[config.mk]
export PLATFORM = sky130hd
export DESIGN_NAME = tlc_3way_sched
export DESIGN_NICKNAME = d
export VERILOG_FILES = /design/src/rtl/light_package.sv /design/src/rtl/tlc_dwell_timer.sv /design/src/rtl/tlc_3way_sched.sv
export SDC_FILE = /design/constraint.sdc
export NUM_CORES = 1
export LEC_CHECK = 0
export BUFFER_PORTS_ARGS = -buffer_cell sky130_fd_sc_hd__buf_2
export CORE_UTILIZATION = 40
export DETAILED_ROUTE_END_ITERATION = 12
export PLACE_DENSITY = 0.64
export SYNTH_ARGS = -nofsm -noshare
export SYNTH_HDL_FRONTEND = slang
export SYNTH_SLANG_ARGS = --single-unit
[constraint.sdc]
create_clock -name clk -period 2.32 [get_ports clk]
set_input_delay 0.116 -clock clk [delete_from_list [all_inputs] [get_ports clk]]
set_output_delay 0.116 -clock clk [all_outputs]
set_load 0.1 [all_outputs]
[src/rtl/light_package.sv]
// Shared light-controller types: lamp colours and the scheduler phase.
package light_package;

    typedef enum logic [1:0] {
        red    = 2'd0,
        yellow = 2'd1,
        green  = 2'd2
    } colors;

    typedef enum logic [1:0] {
        ALLRED = 2'd0,
        GREEN  = 2'd1,
        YELLOW = 2'd2
    } phase_t;

endpackage

[src/rtl/tlc_dwell_timer.sv]
// Saturating dwell counter: clears on request, otherwise counts up to SAT and holds.
module tlc_dwell_timer #(
    parameter int W   = 3,
    parameter int SAT = 7
) (
    input  logic         clk,
    input  logic         reset,
    input  logic         clr,
    output logic [W-1:0] tmr
);

    localparam logic [W-1:0] SAT_V = W'(SAT);

    // Count cycles since the last clear, holding at the saturation value.
    always_ff @(posedge clk or negedge reset) begin
        if (!reset) begin
            tmr <= '0;
        end else if (clr) begin
            tmr <= '0;
        end else if (tmr != SAT_V) begin
            tmr <= tmr + 1'b1;
        end
    end

endmodule

[src/rtl/tlc_3way_sched.sv]
// Three-approach traffic-light scheduler: round-robin grants with min/max green,
// fixed yellow and an all-red clearance between every change of right-of-way.
module tlc_3way_sched
    import light_package::*;
#(
    parameter int MIN_GREEN = 3,
    parameter int MAX_GREEN = 8,
    parameter int YELLOW_T  = 2,
    parameter int ALLRED_T  = 1
) (
    input  logic       clk,
    input  logic       reset,
    input  logic       Ta,
    input  logic       Tb,
    input  logic       Tc,
    output colors      La,
    output colors      Lb,
    output colors      Lc,
    output logic [1:0] owner
);

    localparam int TW = (MAX_GREEN > 1) ? $clog2(MAX_GREEN) : 1;

    phase_t          phase;
    logic [TW-1:0]   tmr;
    logic [2:0]      req;
    logic [2:0]      owner_mask;
    logic            others;
    logic            own_req;
    logic            advance;
    logic [1:0]      grant;
    int              tmr_i;

    // Next street in rotation after cur; ties are broken only by this order.
    function automatic logic [1:0] rr_pick(input logic [2:0] r, input logic [1:0] cur);
        logic [1:0] c1;
        logic [1:0] c2;
        c1 = (cur == 2'd2) ? 2'd0 : cur + 2'd1;
        c2 = (c1 == 2'd2) ? 2'd0 : c1 + 2'd1;
        if (r[c1]) begin
            return c1;
        end else if (r[c2]) begin
            return c2;
        end
        return cur;
    endfunction

    // Lamp value for street s when street sel shows colour col.
    function automatic colors paint(input logic [1:0] s, input logic [1:0] sel, input colors col);
        return (s == sel) ? col : red;
    endfunction

    assign req        = {Tc, Tb, Ta};
    assign owner_mask = 3'b001 << owner;
    assign others     = |(req & ~owner_mask);
    assign own_req    = |(req & owner_mask);
    assign tmr_i      = int'(tmr);

    // Phase-exit decision; the same condition restarts the dwell timer on entry.
    always_comb begin
        advance = 1'b0;
        grant   = rr_pick(req, owner);
        case (phase)
            ALLRED:  advance = (tmr_i >= ALLRED_T - 1) && (|req);
            GREEN:   advance = (tmr_i >= MIN_GREEN - 1) && others &&
                               (!own_req || (tmr_i == MAX_GREEN - 1));
            YELLOW:  advance = (tmr_i == YELLOW_T - 1);
            default: advance = 1'b0;
        endcase
    end

    tlc_dwell_timer #(
        .W   (TW),
        .SAT (MAX_GREEN - 1)
    ) u_dwell (
        .clk   (clk),
        .reset (reset),
        .clr   (advance),
        .tmr   (tmr)
    );

    // Phase/owner state with lamps registered alongside so they decode the new state.
    always_ff @(posedge clk or negedge reset) begin
        if (!reset) begin
            phase <= ALLRED;
            owner <= 2'd2;
            La    <= red;
            Lb    <= red;
            Lc    <= red;
        end else if (advance) begin
            case (phase)
                ALLRED: begin
                    phase <= GREEN;
                    owner <= grant;
                    La    <= paint(2'd0, grant, green);
                    Lb    <= paint(2'd1, grant, green);
                    Lc    <= paint(2'd2, grant, green);
                end
                GREEN: begin
                    phase <= YELLOW;
                    La    <= paint(2'd0, owner, yellow);
                    Lb    <= paint(2'd1, owner, yellow);
                    Lc    <= paint(2'd2, owner, yellow);
                end
                default: begin
                    phase <= ALLRED;
                    La    <= red;
                    Lb    <= red;
                    Lc    <= red;
                end
            endcase
        end
    end

endmodule

==> reports/qor.txt <==
Fraction of layout cells with a size suffix above 1 = 23.3%
Drt first pass iters = 4
Vias = 641
Core Region = 0.00178 sq mm
Reg2reg start = u_dwell.tmr[0]
Final Hold Vio Count = 0
Post-CTS Setup Inserts = 0
Post-synth EDFFs = 0
Hold Path Stages = 3
Total wire length = 1.47 mm
Final setup fails = 0
Worst hold path class = input port to register
RD Place Congestion = 0.752
Slowest CP cell = dfrtp_1
Commonest cells in the netlist = dfrtp_1, nand2_1, nor2_1
Maximum achievable frequency = 0.486 GHz
CP max stage delay = 400 ps
Vias in the first global route = 564
Least-Margin Pin Slew = 486 ps
Setup TNS = 0 ps
Yosys top cell by area = dfrtp_1
CTS tree = done
Ys async rst share = 100%
Share of the synthesized area in the top cell type = 37.9%
Grt total ovfl = 0
Synth Warn # = 0
R2R Setup Slk = 260 ps
Initial core utilization = 44.5%
DP Worst Slack = 283 ps
N_diodes = 0
Reg2Reg Depth = 7
Initial drt markers = 11
Final Max Slew Viols = 0
Die ar. = 0.00217 sq mm
WP data required = 2480 ps
End of the worst hold path = owner[1]
Unrepaired setup endpoints after global routing = no
Final nets = 112
MaxCap Viol Count = 0
IO Pins = 13
First-pass GRT wire length = 2.39 mm
Yosys reg bits = 13
Final critical-path required period = 2060 ps
Routed wire per std cell = 11.5 um
Dominant synthesized flop cell = dfrtp_1
Syn nets = 98
Num Clock Sinks = 13
Post-cts resize count = 0
CP arrival = 2220 ps
Rel. slew slack = 67.8%
Max clock buf depth = 2
Post-route setup slack = 264 ps
Syn-to-layout area delta = 13.1%
CP max FO = 6
Pin count of the biggest net entering global routing = 14
DRC Markers = 0
Syn_area_per_cell = 8.81 sq um
CP cell instances = ha_1 -> ha_1 -> inv_2 -> a21oi_1 -> o22ai_1 -> nor3b_2 -> mux2_2
Seq/Total Area, Yosys = 41.2%
Post-DRT Antenna Nets = 0
Crit. End Element = register
Mapped Cells = 90
Initial antenna violation count = 0
Library cells used by synthesis = 35
Ranking of synthesized cells by area = dfrtp_1, nand2_1, ha_1
Cell Rows = 15
Clock insertion delay at the later pin of the skew report = 270 ps
Critical Setup Path Class = register to register
Input/output buffers = 12
Most frequent CP cell = ha_1
Synthesized area = 793 sq um
Hold_sp = Tc
Outcome = finished, final reports clean
Vias per cell = 5.01
Die Y = 46.5 um
Fin crit share = 88.6%
CTS Root Cell = clkbuf_4
Crit start category = register
Gr usage total = 16.3%
Reg clk slew, reported paths = 70 ps
Cts bufs inserted = 3
Worst R2R End = Lc[0]
Number of H-tree levels = 1
Clk_skew = 0.186 ps
CP Launch Point = u_dwell.tmr[0]
Hpwl dp = 1.13 mm
Die width = 46.5 um
==> cell usage in the layout, fill, tap and decap left out, types with 3 or more instances in the layout <==
cell,n
ha_1,3
o21ai_1,4
dfrtp_1,12
buf_2,12
o21ai_0,5
clkbuf_4,3
nor2_1,10
nor2b_1,3
a21oi_1,6
nand2_1,12
==> worst max-delay path: cells and delay by family, from the launching register on <==
| kind | cells | cell delay [ps] |
|---|---|---|
| and+or+nand+nor | 1 | 370 |
| adders and majority gates | 2 | 450 |
| muxes | 1 | 380 |
| AOI/OAI and AO/OA | 2 | 270 |
| DFF | 1 | 400 |
| buffers and inverters | 1 | 80 |
==> worst max-delay path by stage <==
stage / end / slack [ps] / cells past startpoint
2_1_floorplan: Lc[0] / 110 / 5
3_3_place_gp: Lc[0] / 360 / 7
3_5_place_dp: Lc[0] / 280 / 7
4_1_cts: Lc[0] / 260 / 7
5_1_grt: Lc[0] / 120 / 7
6_report: Lc[0] / 260 / 7
==> metrics by stage <==
step / utilization (%) / hold WS [ps] / cells / instance area, sq um
floorplan: - / -180 / 90 / 793
global placement: 48.3 / 20.1 / 123 / 861
detailed placement: 48.3 / 16.3 / 123 / 861
CTS: 50.3 / 114 / 128 / 897
global route: 50.3 / 131 / 128 / 897
finish: 50.3 / 125 / 128 / 897
==> flip-flops by register name, summed over array words and instances (netlist names) <==
| signal | count |
|---|---|
| phase | 2 |
| owner | 2 |
| Lc | 2 |
| Lb | 2 |
| u_dwell.tmr | 3 |
| La | 2 |
==> cells by family after synthesis <==
group / count (synthesis) / share of synthesized area [%]
simple gates: 38 / 24.9
xor+xnor: 1 / 1.10
buf+inv: 7 / 4.42
mux: 4 / 5.84
compound gates: 24 / 17.8
fa+ha+maj: 3 / 4.73
flops: 13 / 41.2
==> layout make-up <==
type	count	area, sq um
clock buffer	4	26.3
fill	181	886
inverter	3	11.3
multi-input combinational	70	432
sequential	13	327
tap	25	31.3
timing repair buffer	13	70.1
==> what timing repair did <==
item / CTS / global route
hold buffers: 1 / 0
hold endpoints to repair: 13 / 0
setup endpoints to repair: 0 / 0
==> metal layers <==
| layer | GRT usage, % | vias up | share of wire [%] |
|---|---|---|---|
| li1 | - | 335 | - |
| met1 | 19.4 | 291 | 47 |
| met2 | 26.1 | 13 | 48 |
| met3 | 7.06 | 2 | 4.3 |
| met4 | 5.29 | 0 | 0.82 |
| met5 | 0 | - | 0 |
Power is left out: the tool's default activity adds up to more than one toggle a clock period on the data nets, which glitch-free logic cannot reach.
